<file path="src/rtl/instruction_encoder_pkg.sv">
// Shared constants for the MIPS instruction encoder.
// Holds the one-hot request bit positions, opcode and funct values, field offsets,
// default parameters, and the buffered entry layout.
package instruction_encoder_pkg;

  // Default build parameters
  localparam int          DEFAULT_FIFO_DEPTH = 4;
  localparam logic [31:0] DEFAULT_BASE_ADDR  = 32'h0040_0000;

  // One-hot request bit positions
  localparam logic [4:0] BIT_ADD      = 5'd0;
  localparam logic [4:0] BIT_ADDU     = 5'd1;
  localparam logic [4:0] BIT_SUB      = 5'd2;
  localparam logic [4:0] BIT_SUBU     = 5'd3;
  localparam logic [4:0] BIT_AND      = 5'd4;
  localparam logic [4:0] BIT_OR       = 5'd5;
  localparam logic [4:0] BIT_XOR      = 5'd6;
  localparam logic [4:0] BIT_NOR      = 5'd7;
  localparam logic [4:0] BIT_SLT      = 5'd8;
  localparam logic [4:0] BIT_SLTU     = 5'd9;
  localparam logic [4:0] BIT_SLL      = 5'd10;
  localparam logic [4:0] BIT_SRL      = 5'd11;
  localparam logic [4:0] BIT_SRA      = 5'd12;
  localparam logic [4:0] BIT_SLLV     = 5'd13;
  localparam logic [4:0] BIT_SRLV     = 5'd14;
  localparam logic [4:0] BIT_SRAV     = 5'd15;
  localparam logic [4:0] BIT_JR       = 5'd16;
  localparam logic [4:0] BIT_ADDI     = 5'd17;
  localparam logic [4:0] BIT_ADDIU    = 5'd18;
  localparam logic [4:0] BIT_ANDI     = 5'd19;
  localparam logic [4:0] BIT_ORI      = 5'd20;
  localparam logic [4:0] BIT_XORI     = 5'd21;
  localparam logic [4:0] BIT_LUI      = 5'd22;
  localparam logic [4:0] BIT_LW       = 5'd23;
  localparam logic [4:0] BIT_SW       = 5'd24;
  localparam logic [4:0] BIT_BEQ      = 5'd25;
  localparam logic [4:0] BIT_BNE      = 5'd26;
  localparam logic [4:0] BIT_SLTI     = 5'd27;
  localparam logic [4:0] BIT_SLTIU    = 5'd28;
  localparam logic [4:0] BIT_J        = 5'd29;
  localparam logic [4:0] BIT_JAL      = 5'd30;
  localparam logic [4:0] BIT_RESERVED = 5'd31;

  // Primary opcodes
  localparam logic [5:0] OP_SPECIAL = 6'h00;
  localparam logic [5:0] OP_J       = 6'h02;
  localparam logic [5:0] OP_JAL     = 6'h03;
  localparam logic [5:0] OP_BEQ     = 6'h04;
  localparam logic [5:0] OP_BNE     = 6'h05;
  localparam logic [5:0] OP_ADDI    = 6'h08;
  localparam logic [5:0] OP_ADDIU   = 6'h09;
  localparam logic [5:0] OP_SLTI    = 6'h0A;
  localparam logic [5:0] OP_SLTIU   = 6'h0B;
  localparam logic [5:0] OP_ANDI    = 6'h0C;
  localparam logic [5:0] OP_ORI     = 6'h0D;
  localparam logic [5:0] OP_XORI    = 6'h0E;
  localparam logic [5:0] OP_LUI     = 6'h0F;
  localparam logic [5:0] OP_LW      = 6'h23;
  localparam logic [5:0] OP_SW      = 6'h2B;

  // SPECIAL funct codes
  localparam logic [5:0] FN_SLL  = 6'h00;
  localparam logic [5:0] FN_SRL  = 6'h02;
  localparam logic [5:0] FN_SRA  = 6'h03;
  localparam logic [5:0] FN_SLLV = 6'h04;
  localparam logic [5:0] FN_SRLV = 6'h06;
  localparam logic [5:0] FN_SRAV = 6'h07;
  localparam logic [5:0] FN_JR   = 6'h08;
  localparam logic [5:0] FN_ADD  = 6'h20;
  localparam logic [5:0] FN_ADDU = 6'h21;
  localparam logic [5:0] FN_SUB  = 6'h22;
  localparam logic [5:0] FN_SUBU = 6'h23;
  localparam logic [5:0] FN_AND  = 6'h24;
  localparam logic [5:0] FN_OR   = 6'h25;
  localparam logic [5:0] FN_XOR  = 6'h26;
  localparam logic [5:0] FN_NOR  = 6'h27;
  localparam logic [5:0] FN_SLT  = 6'h2A;
  localparam logic [5:0] FN_SLTU = 6'h2B;

  // Field LSB positions within the 32-bit word
  localparam int OP_LSB     = 26;
  localparam int RS_LSB     = 21;
  localparam int RT_LSB     = 16;
  localparam int RD_LSB     = 11;
  localparam int SHAMT_LSB  = 6;
  localparam int IMM_LSB    = 0;
  localparam int TARGET_LSB = 0;

  typedef enum logic [1:0] {
    FMT_R,
    FMT_I,
    FMT_J
  } instr_fmt_e;

  // One buffered output word together with its address
  typedef struct packed {
    logic [31:0] instr;
    logic [31:0] addr;
  } fifo_entry_t;

  // A request is legal only when exactly one bit is set and that bit is not the reserved top bit
  function automatic logic code_is_legal(input logic [31:0] code);
    return (code != 32'd0) && ((code & (code - 32'd1)) == 32'd0) && !code[BIT_RESERVED];
  endfunction

endpackage

</file>
<file path="src/rtl/instr_fifo.sv">
// Synchronous FIFO for encoded words; a simultaneous push and pop is accepted even when full.
module instr_fifo #(
  parameter int DEPTH = 4,
  parameter int WIDTH = 64
) (
  input  logic                     clk,
  input  logic                     rst,
  input  logic                     push_i,
  input  logic [WIDTH-1:0]         wdata_i,
  input  logic                     pop_i,
  output logic [WIDTH-1:0]         rdata_o,
  output logic                     empty_o,
  output logic [$clog2(DEPTH):0]   count_o
);

  localparam int PW = $clog2(DEPTH);

  logic [WIDTH-1:0] mem_q [DEPTH];
  logic [PW-1:0]    wrPtr_q, wrPtr_d;
  logic [PW-1:0]    rdPtr_q, rdPtr_d;
  logic [PW:0]      count_q, count_d;
  logic             full;
  logic             doPush;
  logic             doPop;

  assign empty_o = (count_q == '0);
  assign full    = (count_q == (PW+1)'(DEPTH));
  assign doPop   = pop_i && !empty_o;
  assign doPush  = push_i && (!full || doPop);
  assign rdata_o = mem_q[rdPtr_q];
  assign count_o = count_q;

  // Pointer and occupancy next-state; depth is a power of two so pointers wrap naturally
  always_comb begin
    wrPtr_d = wrPtr_q;
    rdPtr_d = rdPtr_q;
    count_d = count_q;
    if (doPush) wrPtr_d = wrPtr_q + PW'(1);
    if (doPop)  rdPtr_d = rdPtr_q + PW'(1);
    case ({doPush, doPop})
      2'b10:   count_d = count_q + (PW+1)'(1);
      2'b01:   count_d = count_q - (PW+1)'(1);
      default: count_d = count_q;
    endcase
  end

  // Control registers, cleared by reset
  always_ff @(posedge clk) begin
    if (rst) begin
      wrPtr_q <= '0;
      rdPtr_q <= '0;
      count_q <= '0;
    end else begin
      wrPtr_q <= wrPtr_d;
      rdPtr_q <= rdPtr_d;
      count_q <= count_d;
    end
  end

  // Storage array; contents are don't-care until written, so no reset
  always_ff @(posedge clk) begin
    if (doPush) mem_q[wrPtr_q] <= wdata_i;
  end

endmodule

</file>
<file path="src/rtl/instruction_encoder.sv">
// MIPS instruction encoder: registers a one-hot request in stage 1, encodes it there,
// tags it with a running address and buffers it for a valid/ready consumer.
module instruction_encoder
  import instruction_encoder_pkg::*;
#(
  parameter int          FIFO_DEPTH = DEFAULT_FIFO_DEPTH,
  parameter logic [31:0] BASE_ADDR  = DEFAULT_BASE_ADDR
) (
  input  logic        clk,
  input  logic        rst,
  input  logic        in_valid,
  output logic        in_ready,
  input  logic [31:0] in_code,
  input  logic [4:0]  in_rs,
  input  logic [4:0]  in_rt,
  input  logic [4:0]  in_rd,
  input  logic [4:0]  in_shamt,
  input  logic [15:0] in_imm,
  input  logic [25:0] in_target,
  output logic        out_valid,
  input  logic        out_ready,
  output logic [31:0] out_instr,
  output logic [31:0] out_addr,
  output logic        err,
  output logic [15:0] count
);

  localparam int CW = $clog2(FIFO_DEPTH) + 1;

  // Stage-1 request registers
  logic        s1Valid_q,  s1Valid_d;
  logic [31:0] s1Code_q,   s1Code_d;
  logic [4:0]  s1Rs_q,     s1Rs_d;
  logic [4:0]  s1Rt_q,     s1Rt_d;
  logic [4:0]  s1Rd_q,     s1Rd_d;
  logic [4:0]  s1Shamt_q,  s1Shamt_d;
  logic [15:0] s1Imm_q,    s1Imm_d;
  logic [25:0] s1Target_q, s1Target_d;

  // Address counter, sticky error and emitted-word counter
  logic [31:0] addr_q,  addr_d;
  logic        err_q,   err_d;
  logic [15:0] count_q, count_d;

  // Decode results
  instr_fmt_e  fmt;
  logic [5:0]  opcode;
  logic [5:0]  funct;
  logic        zeroRs;
  logic        keepShamt;
  logic        zeroRtRdShamt;
  logic [4:0]  rsField;
  logic [4:0]  rtField;
  logic [4:0]  rdField;
  logic [4:0]  shamtField;
  logic [31:0] encoded;

  logic        accept;
  logic        s1Legal;
  logic        s1Push;
  logic        s1Drop;
  logic        outFire;
  logic [CW-1:0] fifoCount;
  logic [CW-1:0] occupancy;
  logic        fifoEmpty;
  fifo_entry_t pushEntry;
  fifo_entry_t headEntry;

  // Readiness comes from registered occupancy only, and is forced low while reset is held
  assign occupancy = fifoCount + CW'(s1Valid_q);
  assign in_ready  = !rst && (occupancy < CW'(FIFO_DEPTH));
  assign accept    = in_valid && in_ready;

  assign s1Legal = code_is_legal(s1Code_q);
  assign s1Push  = s1Valid_q && s1Legal;
  assign s1Drop  = s1Valid_q && !s1Legal;

  assign out_valid = !fifoEmpty;
  assign outFire   = out_valid && out_ready;
  assign out_instr = fifoEmpty ? 32'd0 : headEntry.instr;
  assign out_addr  = fifoEmpty ? BASE_ADDR : headEntry.addr;
  assign err       = err_q;
  assign count     = count_q;

  // Map the one-hot select to format, opcode, funct and field-forcing flags
  always_comb begin
    fmt           = FMT_R;
    opcode        = OP_SPECIAL;
    funct         = FN_SLL;
    zeroRs        = 1'b0;
    keepShamt     = 1'b0;
    zeroRtRdShamt = 1'b0;
    case (1'b1)
      s1Code_q[BIT_ADD]:   funct = FN_ADD;
      s1Code_q[BIT_ADDU]:  funct = FN_ADDU;
      s1Code_q[BIT_SUB]:   funct = FN_SUB;
      s1Code_q[BIT_SUBU]:  funct = FN_SUBU;
      s1Code_q[BIT_AND]:   funct = FN_AND;
      s1Code_q[BIT_OR]:    funct = FN_OR;
      s1Code_q[BIT_XOR]:   funct = FN_XOR;
      s1Code_q[BIT_NOR]:   funct = FN_NOR;
      s1Code_q[BIT_SLT]:   funct = FN_SLT;
      s1Code_q[BIT_SLTU]:  funct = FN_SLTU;
      s1Code_q[BIT_SLL]:   begin funct = FN_SLL; zeroRs = 1'b1; keepShamt = 1'b1; end
      s1Code_q[BIT_SRL]:   begin funct = FN_SRL; zeroRs = 1'b1; keepShamt = 1'b1; end
      s1Code_q[BIT_SRA]:   begin funct = FN_SRA; zeroRs = 1'b1; keepShamt = 1'b1; end
      s1Code_q[BIT_SLLV]:  funct = FN_SLLV;
      s1Code_q[BIT_SRLV]:  funct = FN_SRLV;
      s1Code_q[BIT_SRAV]:  funct = FN_SRAV;
      s1Code_q[BIT_JR]:    begin funct = FN_JR; zeroRtRdShamt = 1'b1; end
      s1Code_q[BIT_ADDI]:  begin fmt = FMT_I; opcode = OP_ADDI;  end
      s1Code_q[BIT_ADDIU]: begin fmt = FMT_I; opcode = OP_ADDIU; end
      s1Code_q[BIT_ANDI]:  begin fmt = FMT_I; opcode = OP_ANDI;  end
      s1Code_q[BIT_ORI]:   begin fmt = FMT_I; opcode = OP_ORI;   end
      s1Code_q[BIT_XORI]:  begin fmt = FMT_I; opcode = OP_XORI;  end
      s1Code_q[BIT_LUI]:   begin fmt = FMT_I; opcode = OP_LUI; zeroRs = 1'b1; end
      s1Code_q[BIT_LW]:    begin fmt = FMT_I; opcode = OP_LW;    end
      s1Code_q[BIT_SW]:    begin fmt = FMT_I; opcode = OP_SW;    end
      s1Code_q[BIT_BEQ]:   begin fmt = FMT_I; opcode = OP_BEQ;   end
      s1Code_q[BIT_BNE]:   begin fmt = FMT_I; opcode = OP_BNE;   end
      s1Code_q[BIT_SLTI]:  begin fmt = FMT_I; opcode = OP_SLTI;  end
      s1Code_q[BIT_SLTIU]: begin fmt = FMT_I; opcode = OP_SLTIU; end
      s1Code_q[BIT_J]:     begin fmt = FMT_J; opcode = OP_J;     end
      s1Code_q[BIT_JAL]:   begin fmt = FMT_J; opcode = OP_JAL;   end
      default:             fmt = FMT_R;
    endcase
  end

  // Apply field forcing and assemble the final word for the decoded format
  always_comb begin
    rsField    = zeroRs ? 5'd0 : s1Rs_q;
    rtField    = zeroRtRdShamt ? 5'd0 : s1Rt_q;
    rdField    = zeroRtRdShamt ? 5'd0 : s1Rd_q;
    shamtField = (keepShamt && !zeroRtRdShamt) ? s1Shamt_q : 5'd0;
    encoded    = 32'd0;
    case (fmt)
      FMT_R: encoded = (32'(opcode)     << OP_LSB)
                     | (32'(rsField)    << RS_LSB)
                     | (32'(rtField)    << RT_LSB)
                     | (32'(rdField)    << RD_LSB)
                     | (32'(shamtField) << SHAMT_LSB)
                     | 32'(funct);
      FMT_I: encoded = (32'(opcode)  << OP_LSB)
                     | (32'(rsField) << RS_LSB)
                     | (32'(rtField) << RT_LSB)
                     | (32'(s1Imm_q) << IMM_LSB);
      FMT_J: encoded = (32'(opcode)     << OP_LSB)
                     | (32'(s1Target_q) << TARGET_LSB);
      default: encoded = 32'd0;
    endcase
  end

  assign pushEntry.instr = encoded;
  assign pushEntry.addr  = addr_q;

  // Next-state for stage 1, address counter, sticky error and emitted count
  always_comb begin
    s1Valid_d  = accept;
    s1Code_d   = s1Code_q;
    s1Rs_d     = s1Rs_q;
    s1Rt_d     = s1Rt_q;
    s1Rd_d     = s1Rd_q;
    s1Shamt_d  = s1Shamt_q;
    s1Imm_d    = s1Imm_q;
    s1Target_d = s1Target_q;
    if (accept) begin
      s1Code_d   = in_code;
      s1Rs_d     = in_rs;
      s1Rt_d     = in_rt;
      s1Rd_d     = in_rd;
      s1Shamt_d  = in_shamt;
      s1Imm_d    = in_imm;
      s1Target_d = in_target;
    end
    addr_d  = s1Push ? (addr_q + 32'd4) : addr_q;
    err_d   = err_q | s1Drop;
    count_d = outFire ? (count_q + 16'd1) : count_q;
  end

  // State registers with synchronous reset
  always_ff @(posedge clk) begin
    if (rst) begin
      s1Valid_q  <= 1'b0;
      s1Code_q   <= 32'd0;
      s1Rs_q     <= 5'd0;
      s1Rt_q     <= 5'd0;
      s1Rd_q     <= 5'd0;
      s1Shamt_q  <= 5'd0;
      s1Imm_q    <= 16'd0;
      s1Target_q <= 26'd0;
      addr_q     <= BASE_ADDR;
      err_q      <= 1'b0;
      count_q    <= 16'd0;
    end else begin
      s1Valid_q  <= s1Valid_d;
      s1Code_q   <= s1Code_d;
      s1Rs_q     <= s1Rs_d;
      s1Rt_q     <= s1Rt_d;
      s1Rd_q     <= s1Rd_d;
      s1Shamt_q  <= s1Shamt_d;
      s1Imm_q    <= s1Imm_d;
      s1Target_q <= s1Target_d;
      addr_q     <= addr_d;
      err_q      <= err_d;
      count_q    <= count_d;
    end
  end

  instr_fifo #(
    .DEPTH (FIFO_DEPTH),
    .WIDTH (64)
  ) u_fifo (
    .clk     (clk),
    .rst     (rst),
    .push_i  (s1Push),
    .wdata_i (pushEntry),
    .pop_i   (outFire),
    .rdata_o (headEntry),
    .empty_o (fifoEmpty),
    .count_o (fifoCount)
  );

endmodule

</file>
<file path="config.mk">
export PLATFORM = sky130hd
export DESIGN_NAME = instruction_encoder
export DESIGN_NICKNAME = d
export VERILOG_FILES = /design/src/rtl/instruction_encoder_pkg.sv /design/src/rtl/instr_fifo.sv /design/src/rtl/instruction_encoder.sv
export SDC_FILE = /design/constraint.sdc
export NUM_CORES = 1
export LEC_CHECK = 0
export BUFFER_PORTS_ARGS = -buffer_cell sky130_fd_sc_hd__buf_2
export CAP_MARGIN = 40
export CORE_MARGIN = 5
export CORE_UTILIZATION = 63
export DETAILED_ROUTE_END_ITERATION = 10
export GPL_TIMING_DRIVEN = 0
export PLACE_DENSITY = 0.88
export SYNTH_ARGS = -nofsm -noshare
export SYNTH_HDL_FRONTEND = slang
export SYNTH_SLANG_ARGS = --single-unit
</file>
<file path="constraint.sdc">
create_clock -name clk -period 9.59 [get_ports clk]
set_clock_uncertainty 0.05 [all_clocks]
set_input_delay 1.918 -clock clk [delete_from_list [all_inputs] [get_ports clk]]
set_output_delay 1.918 -clock clk [all_outputs]
set_load 0.1 [all_outputs]
</file>
Word-level counts from Yosys, hierarchy flattened
Memory sizes are Yosys's and may differ from the RTL's. A register that Yosys moved wholly into a read port is not among the register bits.
Index checks and enable logic that the tools add are counted.

word-level totals
  bits of input ports = 98
  memories = 1
  RAM bits = 256
  register bits after elaboration = 151
  logic and storage cells = 204
  output and inout bits = 83

cells by class
  equal/unequal tests = 5
  order comparisons = 1
  bitwise logic cells = 9
  add/sub/neg operators = 8
  mux-type cells = 144
  reductions and logical operators = 22

memories
  name          words  bits a word  read ports  clocked after memory_dff  wr ports  line              source
  u_fifo.mem_q  4      64           1           1                         1         instr_fifo.sv:18  logic [WIDTH-1:0] mem_q [DEPTH];

operator list
  operator                 count
  $mux W6                  35
  $pmux W32 S3             1
  $mux W2                  35
  $mux W32                 2
  $or A32 B16 Y32          2
  $or A32 B26 Y32          2
  $mux W1                  55
  $mux W4                  11
  $add A32 B3 Y32 const B  1
  $and A32 B32 Y32         1
  $logic_not A32 Y1        1
  $or A32 B11 Y32          1
  $or A32 B21 Y32          1
  $or A32 B6 Y32           1
  $reduce_bool A32 Y1      1
  $sub A32 B1 Y32 const B  1
  $mux W5                  4
  $add A16 B1 Y16 const B  1
  $logic_and A1 B1 Y1      10
  $logic_not A1 Y1         6
  $pmux W3 S2              1
  $add A2 B1 Y2 const B    2
  $eq A2 B1 Y1 const B     2
  $eq A2 B2 Y1 const B     2
  other kinds (10)         10

Logic depth before layout (Yosys ltp)
  depth in word-level cells = 37
  depth in mapped cells = 14
  gate-level depth less buffers = 12

Modules after synthesis
From an unflattened synthesis, not the netlist that was laid out.

second synthesis, totals
  cells, all modules = 1,321
  area, all modules = 16,747.3 µm²

modules (own cells, without submodules)
  module               instances  seq. area each (µm²)  cells each  area an instance (µm²)
  instr_fifo           1          7,867.5               387         9,705.6
  instruction_encoder  1          2,842.7               934         7,041.8

Least setup slack after synthesis
OpenSTA, ideal clock, no wires.

  kind = input to output
  start = in rst
  end = out in_ready
  stages = 1
  setup slack = 4,422 ps
  arrival = 3,200 ps
  path buffers = 0
  data required time = 7,622 ps
  path through = nor2_1

on the way
  cells in the longest elaborated chain, start to end = 2

RTL lines
  item                 line                       source
  start, declared      instruction_encoder.sv:10  input logic rst,
  $logic_not A1 Y1     instruction_encoder.sv:71  assign in_ready = !rst && (occupancy < CW'(FIFO_DEPTH));
  $logic_and A1 B1 Y1  instruction_encoder.sv:71
  end, declared        instruction_encoder.sv:12  output logic in_ready,

No other way between the ends.

Worst setup path after layout
  start = reg s1Code_q[14]
  end = reg u_fifo.count_q[1], in the netlist u_fifo.count_o[1]

on the way
  cells in the longest elaborated chain, start to end = 9
  elaborated cells on any way between the ends = 12
  those cells by class = 1 x add/sub; 2 x eq/ne; 1 x mux; 1 x bitwise; 7 x reduce/logical

RTL lines
  item                                               line                            source
  start, declared                                    instruction_encoder.sv:32       logic [31:0] s1Code_q, s1Code_d;
  start signal, assigned                             instruction_encoder.sv:196      s1Code_q <= s1Code_d;
  $sub A32 B1 Y32                                    instruction_encoder_pkg.sv:103  return (code != 32'd0) && ((code & (code - 32'd1)) == 32'd0) && !code[BIT_RESERVED];
  $and A32 B32 Y32                                   instruction_encoder_pkg.sv:103
  $logic_not A32 Y1                                  instruction_encoder_pkg.sv:103
  $logic_and A1 B1 Y1 (*) (2 in a row)               instruction_encoder_pkg.sv:103
  $logic_and A1 B1 Y1 (*)                            instruction_encoder.sv:75       assign s1Push = s1Valid_q && s1Legal;
  $logic_and A1 B1 Y1 (*)                            instr_fifo.sv:29                assign doPush = push_i && (!full || doPop);
  $eq A2 B1 Y1 or $eq A2 B2 Y1 (tied branches)       instr_fifo.sv:40                case ({doPush, doPop})
  $pmux W3 S2 or $reduce_bool A2 Y1 (tied branches)  n/a
  end signal, assigned                               instr_fifo.sv:56                count_q <= count_d;
  end, declared                                      instr_fifo.sv:21                logic [PW:0] count_q, count_d;

Mark *: on every way between the ends. The rest lies on a longest branch, timed or not.
A chain may end at the register's enable or synchronous reset.

==> results by group <==
Pwr
  • Lkg Pwr: 6.89 nW
  • Peak supply drop: 146 uV
  • PwrDens: 209 nW/um^2

Yosys
  • Ranking of synthesized cells by area: edfxtp_1, dfxtp_1, mux4_2
  • Post-synthesis cell type count: 66
  • Post-synthesis sequential area ratio: 63.2%
  • Mean post-synth cell area: 12.3 um^2
  • Synth top cells by count: edfxtp_1, nand2_1, dfxtp_1
  • Top-count cell post-synth: edfxtp_1
  • Number of synthesized flops with an enable pin: 244
  • Async SR Flop Fraction: 0%
  • Top-area cell type share of the netlist area: 44.7%
  • Synth area leader: edfxtp_1
  • Post-Syn Area: 16400 um^2
  • Cells after synthesis: 1327
  • Seq cells post-synth: 395
  • YS warnings: 0
  • Top_reg_cell synth: edfxtp_1

Floorplanning
  • Initial cell density of the core: 63.4%
  • Core area: 25800 um^2
  • Die Y: 171 um
  • Die ar.: 29300 um^2
  • Die Wd: 171 um
  • I/O pins: 181
  • Cell row count: 59

Routing
  • Drt wl/cell: 21.4 um
  • DR pass1 iterations: 6
  • Final WL: 41.1 mm
  • Vias per inst: 6.23
  • Initial drt markers: 1292
  • Vias: 12000
  • Post-route ant nets: 0
  • Number of remaining DRC errors: 0

Placement
  • GPL Wtd Cong: 0.889
  • Place WS: 4.77 ns
  • PortBufs: 177
  • Cells after DPL: 1851
  • Dpl hpwl: 27.3 mm

STA
  • Worst-margin pin slew: 0.861 ns
  • Period minus WS final: 5.00 ns
  • Setup violators final: 0
  • Fmax: 0.200 GHz
  • Crit share post-route: 52.2%
  • Final hold vios: 0
  • Setup TNS: 0 ns
  • Hold WS: 0.408 ns
  • Max Transition Viols Final: 0
  • RSZ-0062 raised after global routing: no
  • Worst setup slack after layout: 4.59 ns
  • Worst slew margin: 42.6%

Critical path
  • Setup CP Type: flop to flop
  • Crit Path Max Fanout: 10
  • Crit path arrival time: 5.40 ns
  • Startpoint types: flop
  • Critical Path Sink Type: flop
  • CP required: 9.98 ns

Min path
  • Hold crit path type: flop to flop

Final layout
  • Share of layout cells above drive strength 1: 21.5%
  • Register area: 10300 um^2
  • Area of the multi-input gates: 5610 um^2
  • Post-Route Utilization: 74.1%
  • Diodes inserted: 0
  • Fillers: 1612
  • Area Growth Syn to Fin: 16.8%
  • Finished Layout Cells: 1923
  • Final net count: 1663

CTS
  • Clk buf depth: 3
  • Clk slew on worst S/H paths: 0.06 ns
  • Clock H-tree levels: 2
  • # Post-CTS Setup Buffers: 0
  • Clock latency on the worst-skew pair: 0.54 ns
  • Num CTS Buffers: 39
  • CTS Root Cell: clkbuf_16
  • CTS Hold Bufs: 0
  • PostCTS Resize Cnt: 0
  • CTS tree: built
  • Clk sinks: 395

Status
  • Result of the run: complete, no violations

Global route
  • Initial antenna violation count: 0
  • GRT overflow: 0
  • Vias in the first global route: 11900
  • Overall Global Routing Usage: 28.0%
  • First-pass GRT wire length: 64.2 mm
  • Largest net degree at the start of global routing: 56

Flow run
  • Max_cap viols: 0
[where the power goes]
| group | internal (mW) | leakage [nW] | total (mW) | switching [mW] |
|---|---|---|---|---|
| Clock | 0.862 | 0.607 | 1.49 | 0.632 |
| Combinational | 0.169 | 2.78 | 0.644 | 0.476 |
| Sequential | 1.84 | 3.50 | 1.86 | 0.0247 |
[final cells by class]
class	instances	area share [%]
multi-input cells	822	29.3
clock inverters	18	0.981
plain buffers	86	1.81
repair buffers	188	5.58
flip-flops and latches	395	54.1
well taps	335	2.19
clock buffers	53	5.54
inverters	26	0.510
[cells in the final DEF (no fill, tap or decap), drive strengths merged, types with 11 or more instances in the layout]
cell	synthesis	layout
edfxtp	244	244
nand2	232	232
buf	20	208
dfxtp	151	151
a21oi	127	127
clkbuf	66	119
nor2	66	66
and2	65	65
mux4	61	61
inv	26	26
nand3	24	24
o21ai	23	23
nor3	23	23
xor2	17	17
nand4	16	16
o31ai	15	15
or4	12	12
nor4	12	12
clkinv	0	12
a22o	11	11
or3	11	11
[registers in the layout (all words and copies together) (netlist names), 16 cells and up, named ones only]
signal,count
count,16
u_fifo.mem_q,244
s1Code_q,32
addr_q,30
s1Imm_q,16
s1Target_q,26
[metrics by stage]
stage | instance area (um^2) | total power, mW
2_1_floorplan | 16400 | 2.38
3_3_place_gp | 17700 | 2.51
3_5_place_dp | 17900 | 2.53
4_1_cts | 19100 | 4.00
5_1_grt | 19100 | 4.13
6_report | 19100 | 4.00
[worst max-delay path, cell delays in order (launching register included)]
cell      delay (ns)
dfxtp_1         0.30
clkbuf_1        0.18
nor3_1          0.61
nand4_1         0.28
o41ai_1         0.44
nand4_1         0.23
nor4_4          0.62
nand3_2         0.37
clkbuf_1        0.37
nand2_1         0.15
fa_1            0.46
nor2b_1         0.16
a41o_1          0.25
a311o_1         0.31
nor3_1          0.13
[layer usage]
metal  global-route usage, %  share of wire, %
met2                    46.7                50
met3                    4.48               8.4
met4                    11.5               4.1
met1                    37.2                38
met5                       0                 0
[worst paths after layout]
check | slack [ns] | cells past startpoint | start | endpoint
setup / recovery | 4.59 | 14 | s1Code_q[14] | u_fifo.count_o[1]
hold / removal | 0.41 | 2 | s1Shamt_q[3] | s1Shamt_q[3]
setup reg to reg | 4.59 | 14 | s1Code_q[14] | u_fifo.count_o[1]
hold reg to reg | 0.41 | 2 | s1Shamt_q[3] | s1Shamt_q[3]
[cells by family after synthesis]
kind of cell    Yosys count  synth area share (%)
mux                      75                  9.30
xor+xnor                 21                  1.12
buf+inv                 112                  2.71
simple gates            487                  14.4
fa+ha+maj                 8                 0.641
flops                   395                  63.2
other cells               1                0.0229
compound gates          228                  8.67
No activity file was read; power rests on OpenSTA's default activity.
